===== src/rtl/wb_stage_pkg.sv =====
// Shared widths and the MEM->WB bus layout for the write-back stage.
// The packed struct fixes the field order and offsets, MSB first.
package wb_stage_pkg;

    localparam int unsigned REG_W           = 32;
    localparam int unsigned REG_ADDR_BUS_W  = 5;
    localparam int unsigned MEM2WB_BUS_SIZE = REG_ADDR_BUS_W + 1 + 3 * REG_W;

    typedef struct packed {
        logic [REG_ADDR_BUS_W-1:0] wdest;
        logic                      we;
        logic [REG_W-1:0]          result;
        logic [REG_W-1:0]          addr;
        logic [REG_W-1:0]          pc;
    } mem2wb_bus_t;

endpackage


===== src/rtl/wb_stage_perf_counter64.sv =====
// Free-running 64-bit event counter with enable and asynchronous clear.
// Wraps silently from all-ones to zero.
module perf_counter64 (
    input  logic        clk,
    input  logic        rst,
    input  logic        en_i,
    output logic [63:0] cnt_o
);

    logic [63:0] cnt_q;

    always_ff @(posedge clk or posedge rst) begin
        if (rst) begin
            cnt_q <= '0;
        end else if (en_i) begin
            cnt_q <= cnt_q + 64'd1;
        end
    end

    assign cnt_o = cnt_q;

endmodule


===== src/rtl/wb_stage.sv =====
// Write-back stage: one-entry pipeline register from MEM, register-file
// write port, hazard/debug taps and a retired-instruction counter.
module wb_stage
    import wb_stage_pkg::*;
(
    input  logic                       clk,
    input  logic                       rst,
    input  logic [MEM2WB_BUS_SIZE-1:0] mem2wb_bus_i,
    input  logic                       ctl_mem_over_i,
    output logic                       ctl_wb_allowin_o,
    input  logic                       stall_i,
    output logic                       rf_we_o,
    output logic [REG_ADDR_BUS_W-1:0]  rf_waddr_o,
    output logic [REG_W-1:0]           rf_wdata_o,
    output logic [4:0]                 ctl_wb_dest_o,
    output logic [31:0]                ctl_wb_pc_o,
    output logic [31:0]                debug_wb_pc_o,
    output logic [3:0]                 debug_wb_rf_wen_o,
    output logic [4:0]                 debug_wb_rf_wnum_o,
    output logic [31:0]                debug_wb_rf_wdata_o,
    output logic                       retire_o,
    output logic [63:0]                instret_o
);

    logic        wb_valid_q, wb_valid_d;
    mem2wb_bus_t wb_bus_q, wb_bus_d;
    logic        ready_go;
    logic        allowin;
    logic        retire;
    logic        unused_addr;

    always_comb begin
        ready_go   = !stall_i;
        allowin    = !wb_valid_q || ready_go;
        retire     = wb_valid_q && ready_go;
        wb_valid_d = wb_valid_q;
        wb_bus_d   = wb_bus_q;
        if (allowin) begin
            wb_valid_d = ctl_mem_over_i;
            if (ctl_mem_over_i) begin
                wb_bus_d = mem2wb_bus_t'(mem2wb_bus_i);
            end
        end
    end

    always_ff @(posedge clk or posedge rst) begin
        if (rst) begin
            wb_valid_q <= 1'b0;
            wb_bus_q   <= '0;
        end else begin
            wb_valid_q <= wb_valid_d;
            wb_bus_q   <= wb_bus_d;
        end
    end

    // Write only on the retiring cycle, so a stalled instruction writes once.
    assign rf_we_o             = retire && wb_bus_q.we && (wb_bus_q.wdest != '0);
    assign rf_waddr_o          = wb_bus_q.wdest;
    assign rf_wdata_o          = wb_bus_q.result;
    assign ctl_wb_allowin_o    = allowin;
    assign ctl_wb_dest_o       = wb_bus_q.wdest & {5{wb_valid_q}};
    assign ctl_wb_pc_o         = wb_bus_q.pc;
    assign debug_wb_pc_o       = wb_bus_q.pc;
    assign debug_wb_rf_wen_o   = {4{rf_we_o}};
    assign debug_wb_rf_wnum_o  = wb_bus_q.wdest;
    assign debug_wb_rf_wdata_o = wb_bus_q.result;
    assign retire_o            = retire;

    // The address field travels with the instruction for tracing only.
    assign unused_addr = ^wb_bus_q.addr;

    perf_counter64 u_instret (
        .clk   (clk),
        .rst   (rst),
        .en_i  (retire),
        .cnt_o (instret_o)
    );

endmodule


===== config.mk =====
export PLATFORM = sky130hd
export DESIGN_NAME = wb_stage
export DESIGN_NICKNAME = d
export VERILOG_FILES = /design/src/rtl/wb_stage_pkg.sv /design/src/rtl/wb_stage_perf_counter64.sv /design/src/rtl/wb_stage.sv
export SDC_FILE = /design/constraint.sdc
export NUM_CORES = 1
export LEC_CHECK = 0
export BUFFER_PORTS_ARGS = -buffer_cell sky130_fd_sc_hd__clkbuf_2
export CAP_MARGIN = 5
export CELL_PAD_IN_SITES_DETAIL_PLACEMENT = 1
export CELL_PAD_IN_SITES_GLOBAL_PLACEMENT = 2
export CORE_MARGIN = 8
export CORE_UTILIZATION = 30
export DETAILED_ROUTE_END_ITERATION = 16
export PLACE_DENSITY = 0.95
export SLEW_MARGIN = 25
export SYNTH_ARGS = -nofsm -noshare
export SYNTH_HDL_FRONTEND = slang
export SYNTH_SLANG_ARGS = --single-unit

===== constraint.sdc =====
create_clock -name clk -period 11.2 [get_ports clk]
set_input_delay 0.56 -clock clk [delete_from_list [all_inputs] [get_ports clk]]
set_output_delay 0.56 -clock clk [all_outputs]
set_load 0.005 [all_outputs]

# [Yosys cells after proc, flatten, opt, wreduce, memory -nomap -nowiden]
# Index checks and enable logic that the tools add are counted.
[word_totals] ff_bits=135 latchBits=0 mem_bits_rw=0 rom_bits=0 input_bits=106 output_inout_bits=214 word_cells=16 mem_count=0
[classes] n_addsub=1 mul=0 div=0 order_cmp=0 eq_ne=0 shift=0 muxes=0 bitwise_logic=1 n_reduce_logical=8
[op_table] operator="adder 64 x 1 -> 64 bit (second input constant)" n=1
[op_table] operator="AND 5 bit" n=1
[op_table] operator="nonzero test 5 bit" n=1
[op_table] operator="logical AND 1 bit" n=3
[op_table] operator="logical NOT 1 bit" n=2
[op_table] operator="AND reduction 2 bit" n=1
[op_table] operator="logical OR 1 bit" n=1

# [Logic depth before layout (Yosys ltp)]
# Gate-level depths: netlist of run 1.
[logic_depth] word_depth=4 mapped_depth=7 ltp_nobuf=6

# [Hierarchy]
# A second synthesis of run 1 with hierarchy kept.
[hier_totals] hier_cells=575 area_unflattened_um2=6869.1
[modules_own_cells] mod="wb_stage" instances=1 cells_per_inst=302 area_per_inst_um2=3789.9 seq_area_each_um2=1776.7
[modules_own_cells] mod="perf_counter64" instances=1 cells_per_inst=273 area_per_inst_um2=3079.2 seq_area_each_um2=1601.5

# [Least setup slack after synthesis of run 1]
# OpenSTA, ideal clock, no wires.
[synth_timing] kind="input -> register" startpoint="input port stall_i" endpoint="register u_instret.cnt_q[56] (netlist: u_instret.cnt_o[56])" setup_time_ns=0.079 arrival_time_ns=1.810 required_time_ns=11.121 path_slack_ns=9.311 stages=6 n_path_buf=1 cell_sequence="nand4b_2 -> nor3_2 -> buf_4 -> nand4_2 -> nor3_2 -> xor2_1"
[synth_between] elab_chain_cells=2
[synth_rtl] element="start, declared" line="wb_stage.sv:11" rtl="input logic stall_i,"
[synth_rtl] element="logical NOT 1 bit" line="wb_stage.sv:33" rtl="ready_go = !stall_i;"
[synth_rtl] element="logical AND 1 bit" line="wb_stage.sv:35" rtl="retire = wb_valid_q && ready_go;"
[synth_rtl] element="end signal, assigned" line="wb_stage_perf_counter64.sv:16" rtl="cnt_q <= cnt_q + 64'd1;"
[synth_rtl] element="end, declared" line="wb_stage_perf_counter64.sv:10" rtl="logic [63:0] cnt_q;"
# Every way passes these cells.
# A chain may end at the register's enable or synchronous reset.

# [Final worst setup path of run 1]
[layout_timing] startpoint="register wb_valid_q" endpoint="output port rf_we_o"
[layout_between] elab_chain_cells=3
[layout_rtl] element="start, declared" line="wb_stage.sv:25" rtl="logic wb_valid_q, wb_valid_d;"
[layout_rtl] element="start signal, assigned" line="wb_stage.sv:51" rtl="wb_valid_q <= wb_valid_d;"
[layout_rtl] element="logical AND 1 bit" line="wb_stage.sv:35"
[layout_rtl] element="logical AND 1 bit (2 in series)" line="wb_stage.sv:57" rtl="assign rf_we_o = retire && wb_bus_q.we && (wb_bus_q.wdest != '0);"
[layout_rtl] element="end, declared" line="wb_stage.sv:12" rtl="output logic rf_we_o,"
# Every way passes these cells.

==> key figures, run 1 <==
Drt
  – Via Count: about 4600
  – Drt total wl: roughly 19 mm
  – Router iterations before antenna repair: 4
  – Residual DRC: 0
  – Avg WL per Cell: about 18 um
  – Post-DRT Antenna Nets: 0
  – Avg Vias per Cell: approximately 4.5
  – Initial DRC Count: 167

Clocking
  – Clk sinks: between 100 and 150
  – Setup Buffers After CTS: 0
  – Hold_buf cts: 0
  – Worst-skew pair later-pin latency: between 400 and 500 ps
  – Maximum clock insertion buffer count: 2
  – Total CTS buffers: 17
  – Post-CTS sizing: 0
  – H-tree levels: 4
  – Clk slew on worst S/H paths: 60 ps
  – CTS tree: done
  – Root Buffer: clkbuf_16

Floorplanning
  – Row count: 55
  – Die width: 166 um
  – Starting utilization of the core area: approximately 30%
  – Core area: 22400 sq um
  – Die height: around 170 um
  – I/O Pins: 320
  – Die area: 27500 sq um

Synth
  – Synth Instances: around 570
  – Post-synthesis simple-gate area fraction: between 10 and 15%
  – Compound-cell area share of the yosys netlist: less than 1%
  – Netlist cell types: 29
  – Largest family of logic cells by synthesized area: buffers and inverters
  – Post-Syn Area: 6740 sq um
  – Mux share of post-synthesis cell area: around an eighth
  – Xor/xnor share of the synthesized area: under 10%
  – Sequential cell area fraction in the yosys report: between 50% and 60%
  – Syn Nets: roughly 680
  – Yosys warns: 0
  – Adder-cell area share of the yosys netlist: less than 1%
  – Mean Syn Cell Area: roughly 12 sq um
  – Seq cells post-synth: 135

Finish
  – Layout area overhead: 19.6%
  – Fin area: ~8100 sq um
  – Fill cell count: 2531
  – Commonest cells after routing, fill and taps aside: clkbuf_2 (287), dfrtp_1 (135), mux2_2 (71), xor2_1 (33), xnor2_1 (30)
  – Reg area: approximately 3400 sq um
  – Leading cell type in the layout, fill and taps excluded: clkbuf_2
  – Multi-input logic area: 2210 sq um
  – Number of antenna diodes: 0
  – Share of layout cells above drive strength 1: between 50% and 60%
  – Non-filler instance count after layout: between 1000 and 1500
  – Fin nets: 836

Timing
  – Worst slew pin tran: between 800 and 900 ps
  – Setup TNS: 0 ps
  – Final Skew: slightly below 9 ps
  – Final min period: approximately 2600 ps
  – Relative slew margins: roughly 40%
  – Fin worst setup slack: roughly 8600 ps
  – Highest clock rate: 386 MHz
  – Period utilization: 23.1%
  – RSZ-0062 raised after global routing: no
  – Final hold violation count: 0
  – Fin. max-slew vios: 0
  – Final setup viols: 0

Global routing
  – Largest net degree at the start of global routing: between 70 and 80
  – Initial antenna violation count: 0
  – First-pass GRT wire length: 30.2 mm
  – Gr usage total: a little over an eighth
  – Vias in the first global route: between 5000 and 6000
  – Total global routing overflow: 0

Critical path
  – Arrival time worst endpoint: between 2000 and 2500 ps
  – R2R cell count: 5
  – FF-to-FF Start: wb_valid_q
  – Register-to-register path setup slack: just under 9000 ps
  – Worst Path Required: approximately 11000 ps
  – CP startpoint kind: register
  – Slowest-stage cell, CP: nor2b_1
  – Cell Chain, Critical Path: nor2b_1, o311a_1, clkbuf_2
  – Largest stage delay on the critical path: approximately 540 ps
  – Nature of the critical path endpoint: output port
  – Crit Path Class: register to output port
  – Max Fanout on Critical Path: 8
  – R2R Path End: u_instret.cnt_o[52]

Pwr
  – Total Power: 1.38 mW
  – Power per standard cell area: around 170 nW/um^2
  – Leakage Power: 4.13 nW
  – Worst vdd ir: 0.0000794 V

Placed design
  – Pre-CTS WS: between 8000 and 9000 ps
  – Detailed-placement wirelength estimate: between 10 and 15 mm
  – Final Wtd Congestion: around 0.77
  – PortBufs: around 290
  – Placed cell areas: ~7400 sq um
  – Placed instance count: about 1000

Run status
  – Status: finished, final reports clean

Hold path
  – Hold WC Path Type: primary input to async pin

Job
  – MaxCap Viol Count: 0
[worst max-delay path by stage]
stage / from / endpoint / slack, ps / cells past startpoint
after floorplan: rst / ctl_wb_pc_o[0] / 7030 / 1
after global placement: stall_i / u_instret.cnt_o[52] / 8430 / 6
after detailed placement: stall_i / u_instret.cnt_o[52] / 8470 / 6
after CTS: wb_valid_q / rf_we_o / 8560 / 3
after global routing: wb_valid_q / debug_wb_rf_wen_o[0] / 8450 / 3
final: wb_valid_q / rf_we_o / 8610 / 3
[worst max-delay path, delay by kind of cell, from the launching register on]
| family | cells | cell delay (ps) |
|---|---|---|
| and+or+nand+nor | 1 | 540 |
| DFF | 1 | 530 |
| AOI/OAI and AO/OA | 1 | 390 |
| buffers and inverters | 1 | 160 |
[logic make-up (layout without fill, tap and decap cells)]
family	Yosys count	in the layout
XOR/XNOR	63	63
buffers and inverters	162	328
multiplexers	71	71
AND/OR/NAND/NOR	141	141
adder cells (fa/ha/maj)	1	1
flip-flops	135	135
AO/OA/AOI/OAI	1	1
[per-stage QoR]
stage,hold WS (ps),util (%)
final,226,36.0
after global routing,299,36.0
after CTS,265,36.0
after detailed placement,496,33.3
after global placement,461,33.3
after floorplan,465,-
[layer usage]
layer / track usage [%] / up-vias / routed length (um)
li1: - / 2098 / -
met1: 16.2 / 2303 / 7770
met2: 22.7 / 177 / 9230
met3: 4.99 / 21 / 1360
met4: 4.62 / 0 / 321
met5: 0 / - / 0
[report_power, final]
| group | internal (mW) | total [mW] | switching [mW] |
|---|---|---|---|
| combinational | 0.110 | 0.206 | 0.0957 |
| clock | 0.377 | 0.595 | 0.218 |
| sequential | 0.536 | 0.583 | 0.0469 |
[state kept, by name, summed over array words and instances (netlist names)]
register	cells
ctl_wb_pc_o	32
debug_wb_rf_wdata_o	32
debug_wb_rf_wnum_o	5
u_instret.cnt_o	64
wb_bus_q	1
wb_valid_q	1
[Yosys cell counts]
cell / number / area share (%)
clkbuf_1: 10 / 0.56
nand2b_1: 2 / 0.19
nor4_4: 2 / 0.63
and2_1: 7 / 0.65
nand4b_2: 1 / 0.22
xor2_1: 33 / 4.3
o311a_1: 1 / 0.15
nor2_1: 21 / 1.2
nand3_1: 22 / 1.6
buf_4: 143 / 16
nor3_4: 1 / 0.24
ha_1: 1 / 0.19
nor4_1: 4 / 0.37
nor3_2: 2 / 0.30
nand4_2: 2 / 0.37
nor2b_1: 1 / 0.093
nand4_1: 20 / 1.9
nor3_1: 12 / 0.89
nand4_4: 1 / 0.32
and3_1: 8 / 0.74
xnor2_1: 30 / 3.9
nand4b_1: 1 / 0.13
or3_1: 2 / 0.19
inv_1: 9 / 0.50
dfrtp_1: 135 / 50
and2_0: 1 / 0.093
mux2_2: 71 / 12
nand2_1: 26 / 1.4
nor4_2: 5 / 0.93
[final cells by class]
cell class,instances,share of cell area [%]
Tap cell,285,4.43
Inverter,9,0.481
Multi-Input combinational cell,277,27.5
Timing Repair Buffer,289,18.0
Sequential cell,135,41.9
Clock buffer,18,5.45
Clock inverter,12,2.21
Power figures use the tool's default switching activity.
==> run 2, diff against run 1 <==
--- a/config.mk
+++ b/config.mk
@@ -10,9 +10,9 @@
 export CELL_PAD_IN_SITES_DETAIL_PLACEMENT = 1
 export CELL_PAD_IN_SITES_GLOBAL_PLACEMENT = 2
 export CORE_MARGIN = 8
-export CORE_UTILIZATION = 30
+export CORE_UTILIZATION = 28
 export DETAILED_ROUTE_END_ITERATION = 16
-export PLACE_DENSITY = 0.95
+export PLACE_DENSITY = 0.91
 export SLEW_MARGIN = 25
 export SYNTH_ARGS = -nofsm -noshare
 export SYNTH_HDL_FRONTEND = slang
==> constraint.sdc (replaced) <==
create_clock -name clk -period 2.48 [get_ports clk]
set_input_delay 0.124 -clock clk [delete_from_list [all_inputs] [get_ports clk]]
set_output_delay 0.124 -clock clk [all_outputs]
set_load 0.005 [all_outputs]
==> key figures, run 2 (same netlist as run 1, synthesis figures left out) <==
Placed design
  – Detailed-placement wirelength estimate: 14.7 mm (-0.38%)
  – Pre-CTS WS: 349 ps (-8120 ps)
  – PortBufs: 287 (unchanged)
  – Final Wtd Congestion: 0.793 (+2.3%)

Drt
  – Avg Vias per Cell: 4.32 (-3.7%)
  – Initial DRC Count: 237 (+42%)
  – Via Count: 4923 (+7.0%)
  – Router iterations before antenna repair: 4 (unchanged)
  – Post-DRT Antenna Nets: 0 (unchanged)
  – Avg WL per Cell: 18.1 um (-0.78%)
  – Residual DRC: 0 (unchanged)
  – Drt total wl: 20.6 mm (+10%)

Critical path
  – Nature of the critical path endpoint: register
  – FF-to-FF Start: u_instret.cnt_o[8]
  – R2R Path End: u_instret.cnt_o[56]
  – Worst Path Required: 2810 ps (-7830 ps)
  – Crit Path Class: register to register
  – Arrival time worst endpoint: 2460 ps (+430 ps)
  – Max Fanout on Critical Path: 6 (-2)
  – R2R cell count: 6 (+1)
  – CP startpoint kind: register
  – Register-to-register path setup slack: 360 ps (-8320 ps)
  – Setup crit end: u_instret.cnt_o[56]
  – Setup crit start: u_instret.cnt_o[8]

Run status
  – Status: finished, final reports clean

Global routing
  – Vias in the first global route: 5480 (+9.5%)
  – Initial antenna violation count: 0 (unchanged)
  – First-pass GRT wire length: 32.8 mm (+8.4%)
  – Total global routing overflow: 0 (unchanged)
  – Largest net degree at the start of global routing: 78 (+8.3%)
  – Gr usage total: 14.2% (+0.47 points)

Timing
  – Fin. max-slew vios: 0 (unchanged)
  – Final hold violation count: 0 (unchanged)
  – Worst slew pin tran: 578 ps (-303 ps)
  – Highest clock rate: between 400 and 500 MHz
  – Relative slew margins: 61.4% (+20 points)
  – Final setup viols: 0 (unchanged)
  – Period utilization: between 80% and 90%
  – Final Skew: 9.17 ps (+0.521 ps)
  – RSZ-0062 raised after global routing: no
  – Fin worst setup slack: 355 ps (-8260 ps)
  – Setup TNS: 0 ps (unchanged)
  – Final min period: 2120 ps

Clocking
  – Post-CTS sizing: 0 (unchanged)
  – Setup Buffers After CTS: 0 (unchanged)
  – Root Buffer: clkbuf_16
  – Worst-skew pair later-pin latency: 410 ps (about the same)
  – CTS tree: done
  – H-tree levels: 4 (unchanged)
  – Total CTS buffers: 17 (unchanged)
  – Clk sinks: 135 (unchanged)
  – Clk slew on worst S/H paths: 60 ps (about the same)
  – Maximum clock insertion buffer count: 2 (unchanged)

Floorplanning
  – Die area: 29300 sq um (+6.4%)
  – Die width: 171 um (+3.2%)
  – Starting utilization of the core area: 28.6% (-1.5 points)
  – Core area: 23500 sq um (+5.3%)
  – Row count: 56 (+1.8%)
  – Die height: 171 um (+3.2%)
  – I/O Pins: 320 (unchanged)

Hold path
  – Hold WC Path Type: primary input to register

Job
  – MaxCap Viol Count: 0 (unchanged)

Finish
  – Layout area overhead: 32.5%
  – Fill cell count: 2674 (+5.6%)
  – Commonest cells after routing, fill and taps aside: clkbuf_2 (287), dfrtp_1 (135), dlygate4sd3_1 (72), mux2_2 (71), xor2_1 (33)
  – Leading cell type in the layout, fill and taps excluded: clkbuf_2
  – Share of layout cells above drive strength 1: 50.4% (-4.5 points)
  – Number of antenna diodes: 0 (unchanged)
  – Max reg flops: 64 (unchanged)
  – Fin nets: 914 (+9.3%)

Pwr
  – Worst vdd ir: 0.000361 V (+350%)
  – Power per standard cell area: 723 nW/um^2 (+320%)
  – Leakage Power: 4.47 nW (+8.4%)
[run 2: cell types whose count changed in the layout (fill, tap and decap cells not counted)]
cell,before,now
buf_4,2,5
clkbuf_8,1,3
clkinvlp_4,1,3
clkbuf_1,0,1
buf_12,0,3
dlygate4sd3_1,0,72
inv_6,2,0
clkinv_2,3,2
[run 2: area by class of cell]
type	instances	area [sq um]	area share, %
clock buffers	21	470	5.27
flip-flops and latches	135	3380	37.8
clock inverters	11	171	1.92
inverters	9	37.5	0.421
repair buffers	367	2250	25.3
well taps	319	399	4.47
multi-input cells	277	2210	24.8
[run 2: report_power, final]
part / switching, mW / total (mW) / internal [mW]
clock: 0.981 / 2.75 / 1.77
sequential: 0.221 / 2.64 / 2.42
combinational: 0.479 / 1.06 / 0.581
[run 2: what timing repair did]
action	4_1_cts	5_1_grt
setup endpoints to repair	0	0
hold buffers	72	0
endpoints found under the hold margin	206	0
[run 2: worst min-delay path by stage]
stage                        start  slack (ps)                    end  cells after the start
finish                     stall_i          40             wb_valid_q                      3
global route               stall_i          30             wb_valid_q                      3
CTS                        stall_i          20             wb_valid_q                      3
detailed placement             rst         250           wb_bus_q[96]                      3
global placement               rst         260  debug_wb_rf_wnum_o[0]                      3
floorplan           ctl_mem_over_i         230             wb_valid_q                      1
[run 2: through the flow]
stage	instance area (sq um)	hold slack [ps]	instances	power [mW]	utilization [%]
floorplan	6740	232	574	3.46	-
global placement	7560	256	1035	3.60	32.1
detailed placement	7560	255	1035	3.65	32.1
CTS	8930	22.5	1139	6.53	37.9
global route	8930	31.8	1139	6.78	37.9
finish	8930	44.9	1139	6.45	37.9
[run 2: metal layers]
layer	wire length, um	GRT usage, %	share of wire, %	vias to the layer above
met4	335	4.20	1.6	0
met1	8320	16.7	40	2450
met3	1710	4.49	8.3	20
met2	10200	24.4	50	199
li1	-	-	-	2254
met5	0	0	0	-
[run 2: critical path: stages (launching register included)]
cell	delay, ps
dfrtp_1	440
nand3_1	150
buf_4	180
nor3_1	490
nand4_2	350
nor3_2	280
xor2_1	160
==> run 3, diff against run 2 <==
==> constraint.sdc (replaced) <==
create_clock -name clk -period 2.48 [get_ports clk]
set_input_delay 0.496 -clock clk [delete_from_list [all_inputs] [get_ports clk]]
set_output_delay 0.496 -clock clk [all_outputs]
set_load 0.005 [all_outputs]
==> key figures, run 3 (same netlist as run 1, synthesis figures left out) <==
Floorplanning
  – Row count: 56 (unchanged)
  – Starting utilization of the core area: 28.6% (unchanged)
  – Core area: 23500 sq um (unchanged)
  – Die height: 171 um (unchanged)
  – I/O Pins: 320 (unchanged)
  – Die area: 29300 sq um (unchanged)
  – Die width: 171 um (unchanged)

Finish
  – Leading cell type in the layout, fill and taps excluded: clkbuf_2
  – Fin area: 8210 sq um (-8.0%)
  – Number of antenna diodes: 0 (unchanged)
  – Share of layout cells above drive strength 1: 55.5% (+5.1 points)
  – Fin nets: 845 (-7.5%)
  – Commonest cells after routing, fill and taps aside: clkbuf_2 (287), dfrtp_1 (135), mux2_2 (71), xor2_1 (33), xnor2_1 (30)
  – Fill cell count: 2688 (+0.52%)
  – Max reg flops: 64 (unchanged)
  – Layout area overhead: 21.9%
  – Reg area: 3380 sq um (unchanged)
  – Multi-input logic area: 2210 sq um (unchanged)

Clocking
  – H-tree levels: 4 (unchanged)
  – Root Buffer: clkbuf_16
  – Clk sinks: 135 (unchanged)
  – Post-CTS sizing: 0 (unchanged)
  – Maximum clock insertion buffer count: 2 (unchanged)
  – Clk slew on worst S/H paths: 60 ps (about the same)
  – Worst-skew pair later-pin latency: 420 ps (about the same)
  – Setup Buffers After CTS: 0 (unchanged)
  – Hold_buf cts: 0 (-100%)
  – Total CTS buffers: 17 (unchanged)
  – CTS tree: done

Drt
  – Drt total wl: 18.5 mm (-10%)
  – Avg Vias per Cell: 4.34 (+0.36%)
  – Via Count: 4637 (-5.8%)
  – Initial DRC Count: 152 (-36%)
  – Residual DRC: 0 (unchanged)
  – Router iterations before antenna repair: 4 (unchanged)
  – Post-DRT Antenna Nets: 0 (unchanged)
  – Avg WL per Cell: 17.3 um (-4.5%)

Timing
  – Worst slew pin tran: 517 ps (-60.6 ps)
  – Fin. max-slew vios: 0 (unchanged)
  – Final min period: 2220 ps (+91.4 ps)
  – Final setup viols: 0 (unchanged)
  – Final hold violation count: 0 (unchanged)
  – RSZ-0062 raised after global routing: no
  – Period utilization: 89.4% (+3.7 points)
  – Relative slew margins: 65.2% (+3.8 points)
  – Hold WS: 162 ps (+117 ps)
  – Setup TNS: 0 ps (unchanged)
  – Final Skew: 15.5 ps (+6.37 ps)
  – Fin worst setup slack: 264 ps (-91.4 ps)
  – Highest clock rate: 451 MHz (-4.1%)

Pwr
  – Total Power: 6.20 mW (-3.8%)
  – Worst vdd ir: 0.000333 V (-7.8%)
  – Leakage Power: 4.18 nW (-6.6%)
  – Power per standard cell area: 755 nW/um^2 (+4.5%)

Critical path
  – Crit Path Class: register to output port
  – Slowest-stage cell, CP: dfrtp_1
  – Critical path buffers and inverters: 1 (unchanged)
  – Dominant delay contributor by cell family on the critical path: flip-flops
  – Worst Path Required: 1980 ps (-830 ps)
  – FF-to-FF Start: wb_valid_q
  – Nature of the critical path endpoint: output port
  – Setup crit start: debug_wb_rf_wnum_o[3]
  – Arrival time worst endpoint: 1720 ps (-740 ps)
  – Max Fanout on Critical Path: 5 (-1)
  – CP startpoint kind: register
  – Largest stage delay on the critical path: 420 ps (-70 ps)
  – Cell Chain, Critical Path: or3_1, o311a_1, clkbuf_2

Placed design
  – Detailed-placement wirelength estimate: 14.5 mm (-0.91%)
  – Pre-CTS WS: 209 ps (-140 ps)
  – Placed cell areas: 7600 sq um (+0.46%)
  – PortBufs: 287 (unchanged)
  – Final Wtd Congestion: 0.802 (+1.2%)

Global routing
  – Total global routing overflow: 0 (unchanged)
  – Initial antenna violation count: 0 (unchanged)
  – Largest net degree at the start of global routing: 79 (+1.3%)
  – First-pass GRT wire length: 28.9 mm (-12%)
  – Gr usage total: 12.6% (-1.6 points)
  – Vias in the first global route: 4914 (-10%)

Hold path
  – Hold WC Path Type: primary input to async pin

Job
  – MaxCap Viol Count: 0 (unchanged)

Run status
  – Status: finished, final reports clean
[run 3: stage by stage]
| step | instances | utilization [%] |
|---|---|---|
| detailed placement | 1038 | 32.3 |
| global placement | 1038 | 32.3 |
| CTS | 1069 | 34.9 |
| finish | 1069 | 34.9 |
| floorplan | 574 | - |
| global route | 1069 | 34.9 |
[run 3: layer usage]
| layer | vias up | track usage [%] | part of all wire [%] |
|---|---|---|---|
| met5 | - | 0 | 0 |
| met4 | 0 | 2.72 | 0.66 |
| met3 | 8 | 4.79 | 9.7 |
| met2 | 177 | 21.6 | 49 |
| met1 | 2324 | 14.7 | 40 |
| li1 | 2128 | - | - |
[run 3: cell type report]
cell class / instances / share of cell area, %
clock buffer: 20 / 5.68
sequential: 135 / 41.1
multi-input combinational: 277 / 27.0
tap: 319 / 4.86
inverter: 9 / 0.457
timing repair buffer: 298 / 19.1
clock inverter: 11 / 1.81
[run 3: worst paths after layout]
| kind | cells past startpoint | to | slack, ps |
|---|---|---|---|
| max | 3 | debug_wb_rf_wen_o[1] | 260 |
| min | 3 | wb_bus_q[96] | 160 |
| max reg2reg | 6 | u_instret.cnt_o[52] | 370 |
| min reg2reg | 1 | u_instret.cnt_o[63] | 500 |
| max in group asynchronous | 3 | debug_wb_rf_wdata_o[0] | 1880 |
| min in group clk | 2 | wb_valid_q | 270 |
[run 3: tightest hold or removal path, delay by kind of cell]
kind	cells	cell delay (ps)
buffers and inverters	3	470
[run 3: power breakdown]
group / total, mW / switching [mW] / internal (mW)
Sequential: 2.63 / 0.208 / 2.42
Clock: 2.64 / 0.984 / 1.66
Combinational: 0.933 / 0.424 / 0.509
Total: 6.20 / 1.62 / 4.59
